File: src/rtl/dec_bcd_entry_reg.sv
// -----------------------------------------------------------------------------
// dec_bcd_entry_reg
//
// Keypad entry block. Ten decimal key lines (one line per key) are sampled once
// per clock and debounced. Each accepted press is encoded to a BCD digit and
// shifted into a DIGITS-deep BCD entry register. The result feeds the
// arithmetic and comparator blocks downstream.
//
// A press is accepted after the same non-zero pattern has been seen for
// STABLE_CYCLES consecutive samples. Only one digit is produced per press: the
// key must be fully released (all lines low) before another press can be
// accepted.
//
// If more than one line is high:
//   MULTI_MODE = 0 : the highest-index key wins, and multi_err pulses with the
//                    digit.
//   MULTI_MODE = 1 : the press is dropped. multi_err pulses and nothing is
//                    stored.
//
// Parameters
//   DIGITS         number of BCD digits in the entry register (>= 1)
//   STABLE_CYCLES  matching samples needed to accept a press (>= 2)
//   MULTI_MODE     multi-hot policy, see above
//
// Ports
//   clk          rising-edge clock
//   rst          synchronous active-high reset; beats clear and all activity
//   d            decimal key lines, d[i] = key i
//   clear        synchronous clear of bcd_value, count and overflow
//                (the debounce FSM keeps running)
//   bcd_digit    BCD code of the last accepted digit
//   digit_valid  1-cycle pulse: bcd_digit and bcd_value updated this cycle
//   multi_err    1-cycle pulse: the accepted or rejected pattern was multi-hot
//   bcd_value    entry register, [3:0] = newest digit
//   count        number of digits held; saturates at DIGITS
//   overflow     sticky: a digit has been shifted out of the top position
//   fsm_state    debounce FSM state (0 idle, 1 debounce, 2 held)
// -----------------------------------------------------------------------------
module dec_bcd_entry_reg #(
    parameter int DIGITS        = 4,
    parameter int STABLE_CYCLES = 3,
    parameter int MULTI_MODE    = 0
) (
    input  logic                           clk,
    input  logic                           rst,
    input  logic [9:0]                     d,
    input  logic                           clear,
    output logic [3:0]                     bcd_digit,
    output logic                           digit_valid,
    output logic                           multi_err,
    output logic [4*DIGITS-1:0]            bcd_value,
    output logic [$clog2(DIGITS+1)-1:0]    count,
    output logic                           overflow,
    output logic [1:0]                     fsm_state
);

    localparam int VW    = 4 * DIGITS;
    localparam int CW    = $clog2(DIGITS + 1);
    localparam int CNT_W = $clog2(STABLE_CYCLES);

    localparam logic [CW-1:0]    COUNT_MAX = CW'(DIGITS);
    localparam logic [CNT_W-1:0] CNT_ONE   = CNT_W'(1);
    localparam logic [CNT_W-1:0] CNT_LAST  = CNT_W'(STABLE_CYCLES - 1);

    typedef enum logic [1:0] {
        ST_IDLE     = 2'd0,
        ST_DEBOUNCE = 2'd1,
        ST_HELD     = 2'd2
    } state_t;

    state_t           state;
    state_t           state_nxt;
    logic [9:0]       d_r;
    logic [9:0]       pattern;
    logic [9:0]       pattern_nxt;
    logic [CNT_W-1:0] cnt;
    logic [CNT_W-1:0] cnt_nxt;
    logic             accept;

    logic [3:0]       code;
    logic             multi_hot;
    logic             take_digit;
    logic [VW-1:0]    shifted;

    assign fsm_state = state;

    // ------------------------------------------------------------------
    // Input sample register and FSM state register
    // ------------------------------------------------------------------
    always_ff @(posedge clk) begin
        if (rst) begin
            d_r     <= '0;
            state   <= ST_IDLE;
            pattern <= '0;
            cnt     <= '0;
        end else begin
            d_r     <= d;
            state   <= state_nxt;
            pattern <= pattern_nxt;
            cnt     <= cnt_nxt;
        end
    end

    // ------------------------------------------------------------------
    // Debounce next-state logic. It only looks at the registered sample
    // d_r, never at the raw d lines.
    // cnt holds how many consecutive samples have matched pattern. A press
    // is accepted on the sample that brings the run to STABLE_CYCLES.
    // ------------------------------------------------------------------
    always_comb begin
        state_nxt   = state;
        pattern_nxt = pattern;
        cnt_nxt     = cnt;
        accept      = 1'b0;
        case (state)
            ST_IDLE: begin
                if (d_r != '0) begin
                    state_nxt   = ST_DEBOUNCE;
                    pattern_nxt = d_r;
                    cnt_nxt     = CNT_ONE;
                end
            end
            ST_DEBOUNCE: begin
                if (d_r == '0) begin
                    state_nxt = ST_IDLE;
                end else if (d_r != pattern) begin
                    // The pattern changed before it settled: restart the
                    // run with the new pattern.
                    pattern_nxt = d_r;
                    cnt_nxt     = CNT_ONE;
                end else if (cnt == CNT_LAST) begin
                    accept    = 1'b1;
                    state_nxt = ST_HELD;
                end else begin
                    cnt_nxt = cnt + CNT_ONE;
                end
            end
            ST_HELD: begin
                // Only a full release re-arms the FSM. Any change while
                // the key is still down is ignored.
                if (d_r == '0) begin
                    state_nxt = ST_IDLE;
                end
            end
            default: begin
                state_nxt = ST_IDLE;
            end
        endcase
    end

    // ------------------------------------------------------------------
    // Encoder: the highest set line gives the code. The loop runs upward,
    // so the last assignment (the highest index) wins.
    // ------------------------------------------------------------------
    always_comb begin
        code = 4'd0;
        for (int i = 0; i < 10; i++) begin
            if (pattern[i]) begin
                code = 4'(i);
            end
        end
    end

    // x & (x - 1) clears the lowest set bit. Any bit left means more than
    // one line was high.
    assign multi_hot  = |(pattern & (pattern - 10'd1));
    assign take_digit = accept && !(multi_hot && (MULTI_MODE != 0));

    generate
        if (DIGITS == 1) begin : g_single
            assign shifted = VW'(code);
        end else begin : g_multi
            assign shifted = {bcd_value[VW-5:0], code};
        end
    endgenerate

    // ------------------------------------------------------------------
    // Entry register and status outputs. When clear and an accepted digit
    // arrive in the same cycle, the register restarts with just that digit.
    // ------------------------------------------------------------------
    always_ff @(posedge clk) begin
        if (rst) begin
            bcd_digit   <= 4'd0;
            digit_valid <= 1'b0;
            multi_err   <= 1'b0;
            bcd_value   <= '0;
            count       <= '0;
            overflow    <= 1'b0;
        end else begin
            digit_valid <= 1'b0;
            multi_err   <= accept && multi_hot;

            if (clear) begin
                bcd_value <= '0;
                count     <= '0;
                overflow  <= 1'b0;
            end

            if (take_digit) begin
                bcd_digit   <= code;
                digit_valid <= 1'b1;
                if (clear) begin
                    bcd_value <= VW'(code);
                    count     <= CW'(1);
                end else begin
                    bcd_value <= shifted;
                    if (count == COUNT_MAX) begin
                        overflow <= 1'b1;
                    end else begin
                        count <= count + CW'(1);
                    end
                end
            end
        end
    end

endmodule

File: config.mk
export PLATFORM = sky130hd
export DESIGN_NAME = dec_bcd_entry_reg
export DESIGN_NICKNAME = d
export VERILOG_FILES = /design/src/rtl/dec_bcd_entry_reg.sv
export SDC_FILE = /design/constraint.sdc
export NUM_CORES = 1
export LEC_CHECK = 0
export CAP_MARGIN = 20
export CORE_ASPECT_RATIO = 1.2
export CORE_UTILIZATION = 47
export DETAILED_ROUTE_END_ITERATION = 7
export GPL_ROUTABILITY_DRIVEN = 0
export GPL_TIMING_DRIVEN = 0
export PLACE_DENSITY_LB_ADDON = 0.1
export SLEW_MARGIN = 0
export SYNTH_ARGS = -nofsm -noshare
export SYNTH_HDL_FRONTEND = slang
export SYNTH_SLANG_ARGS = --single-unit
File: constraint.sdc
create_clock -name clk -period 1.5 [get_ports clk]
set_input_delay 0.3 -clock clk [delete_from_list [all_inputs] [get_ports clk]]
set_output_delay 0.3 -clock clk [all_outputs]
set_load 0.01 [all_outputs]
==> qor.csv <==
metric;value;unit
cts_tree;done;
crit_required;1.69;ns
finalWirelength;5270;um
grt_setup_unrepaired;yes;
setup_viol;37;
clk-insertion-delay-late;0.30;ns
postRouteAntennaNets;0;
via_per_inst;5.25;
nets;312;
start_util;49.3;%
dp_hpwl;3280;um
total_power;2740;uW
synthToLayoutAreaGrowth;46.9;%
synth_cell_types;45;
htree_num_levels;2;
diodes;0;
relSlewSlack;70.6;%
cp_common_cell;buf_6;
avgSynthCellArea;10.1;sq um
yosysTopAreaCell;dfxtp_1;
maxCapViolations;0;
die_y;78.0;um
period_needed;1.89;ns
timing.fmax;529;MHz
fin_ws;-0.389;ns
overflow;0;
syn-instance-count;224;
async_flop_share;0;%
drc;0;
grt_pass1_vias;1899;
cpMaxStageDelayCell;dfxtp_1;
worst_pin_slew;0.429;ns
antenna_found_initial;0;
final_util;72.4;%
cts_root_buffer;clkbuf_8;
ir_drop;533;uV
syn_nets;240;
synth_warnings;0;
clockBufferDepth;2;
cp-startpoint;d_r[4]$_SDFF_PP0_;
worstReg2RegStart;d_r[4]$_SDFF_PP0_;
routedWlPerCell;14.9;um
cts_hold_buffers;0;
port_buffers;40;
crit_arrival;2.08;ns
finalClockSkew;0.0111;ns
cp-endpoint;bcd_value[4]$_SDFFE_PP0P_;
maxSlewViolCount;0;
ys_top_cells_by_count;dfxtp_1, nor2_1, mux2i_1;
leakage;0.00144;uW
synth.area.top_cells;dfxtp_1, mux2i_1, nor2_1;
clk_pin_slew;0.09;ns
die_w;65.4;um
outcome;complete, but fails checks;
drive_gt1_share;34.8;%
r2r_slack;-0.39;ns
worstSetupPathType;reg -> reg;
synth-seq-cells;50;
violations;setup timing;
ys_seq_area_share;44.2;%
power_density;823;mW/mm^2
reg2reg_to;bcd_value[4]$_SDFFE_PP0P_;
rows;27;
synth.top_cell.area_share;44.2;%
cts_buffers;5;
synth_top_flop_cell;dfxtp_1;
timing.final.crit_share;126;%
synth_edf_count;0;
die-area;0.00510;sq mm
grt_pass1_wl;8740;um
hold_depth;2;
vias;1859;
cts.sinks;50;
core_area;0.00459;sq mm
path_max_fanout;4;
syn_area;0.00226;sq mm
grt_max_degree;15;
drt_iter0_markers;97;
holdWs;0.475;ns
hp-class;reg -> reg;
critPathMaxStageDelay;0.48;ns
crit_path_end_kind;register;
path_cells;xnor2_4 > nand4_1 > nor4b_4 > buf_6 > buf_6 > buf_6 > mux2i_2 > nor2_1;
startpoint_type;register;
synth.most_common_cell;dfxtp_1;
dr.pass1.iters;4;
grt_use_total;22.6;%
io_pins;41;
final_hold_viol_count;0;
setup-tns-final;-11.01;ns
dpl_worst_slack;-0.452;ns
rr_worst_depth;8;
[power by group]
group | switching (uW) | total [uW] | internal, uW | leakage (uW)
clock | 414 | 947 | 534 | 0.0000573
sequential | 52.7 | 1410 | 1360 | 0.000415
combinational | 182 | 381 | 199 | 0.000971
[cells in the final DEF (no fill, tap or decap), drive strengths merged]
cell / instances
dfxtp: 50
nor2: 38
buf: 31
mux2i: 23
dlygate4sd2: 16
clkdlybuf4s50: 15
nor2b: 13
clkbuf: 12
a21oi: 10
xnor2: 10
dlymetal6s2s: 9
nor3: 8
inv: 7
nand4: 6
o21ai: 5
nor4: 4
nand3: 4
nand2: 3
nand2b: 3
ha: 3
nor4b: 2
o41ai: 2
maj3: 2
a41oi: 2
or3b: 2
a2111oi: 2
o21bai: 1
a211oi: 1
o311ai: 1
or2: 1
a21o: 1
o31ai: 1
or2b: 1
o21a: 1
and2: 1
a2bb2oi: 1
and4b: 1
a31oi: 1
nand3b: 1
bufinv: 1
[per-layer routing]
layer | up-vias | track usage (%) | part of all wire, %
met5 | - | 0 | 0
met4 | 0 | 8.04 | 3.0
met3 | 15 | 5.09 | 3.5
met2 | 50 | 41.9 | 55
met1 | 875 | 24.4 | 39
li1 | 919 | - | -
[cell families after synthesis]
kind of cell    after synthesis  synth area share [%]
simple gates                 88                  22.3
flops                        50                  44.2
compound gates               29                  10.1
mux                          23                  10.2
buf+inv                      19                  5.52
xor+xnor                     10                  5.19
fa+ha+maj                     5                  2.54
[worst max-delay path, delay by kind of cell (launching register included)]
kind | cells | cell delay (ns)
xor gates and xnor gates | 1 | 0.16
DFF | 1 | 0.48
muxes | 1 | 0.19
buffers and inverters | 3 | 0.39
and+or+nand+nor | 3 | 0.57
[stage by stage]
stage          cell area, sq um  std cells
2_1_floorplan              2310        224
3_3_place_gp               2780        322
3_5_place_dp               2780        322
4_1_cts                    3210        349
5_1_grt                    3330        354
6_report                   3330        354
[registers in the layout, indices dropped and copies added, names as in the netlist]
name and count:
digit_valid 1, overflow 1, multi_err 1, bcd_digit 4, d_r 10, pattern 10
fsm_state 2, cnt 2, count 3, bcd_value 16
[final cells by class]
class                   instances  area [sq um]
repair buffers                 66           652
multi-input cells             155          1340
plain buffers                  11          86.3
inverters                       7          26.3
clock inverters                 1          30.0
flip-flops and latches         50          1030
fillers                       325          1270
well taps                      58          72.6
clock buffers                   6          82.6
[how the worst min path moves through the flow]
stage	to	from	slack [ns]
floorplan	bcd_value[1]$_SDFFE_PP0P_	clear	0.40
global placement	bcd_digit[2]$_SDFFE_PP0P_	bcd_digit[2]$_SDFFE_PP0P_	0.46
detailed placement	bcd_digit[0]$_SDFFE_PP0P_	bcd_digit[0]$_SDFFE_PP0P_	0.46
CTS	bcd_digit[2]$_SDFFE_PP0P_	bcd_digit[2]$_SDFFE_PP0P_	0.48
global route	bcd_digit[2]$_SDFFE_PP0P_	bcd_digit[2]$_SDFFE_PP0P_	0.50
finish	bcd_value[2]$_SDFFE_PP0P_	bcd_value[2]$_SDFFE_PP0P_	0.47
[repair_timing]
item | CTS | global route
buffers inserted | 19 | 9
pin swaps | 16 | 22
cloned | 1 | 0
hold endpoints to repair | 0 | 0
setup endpoints to repair | 56 | 50
resized for setup | 58 | 34
Power figures use the tool's default switching activity.
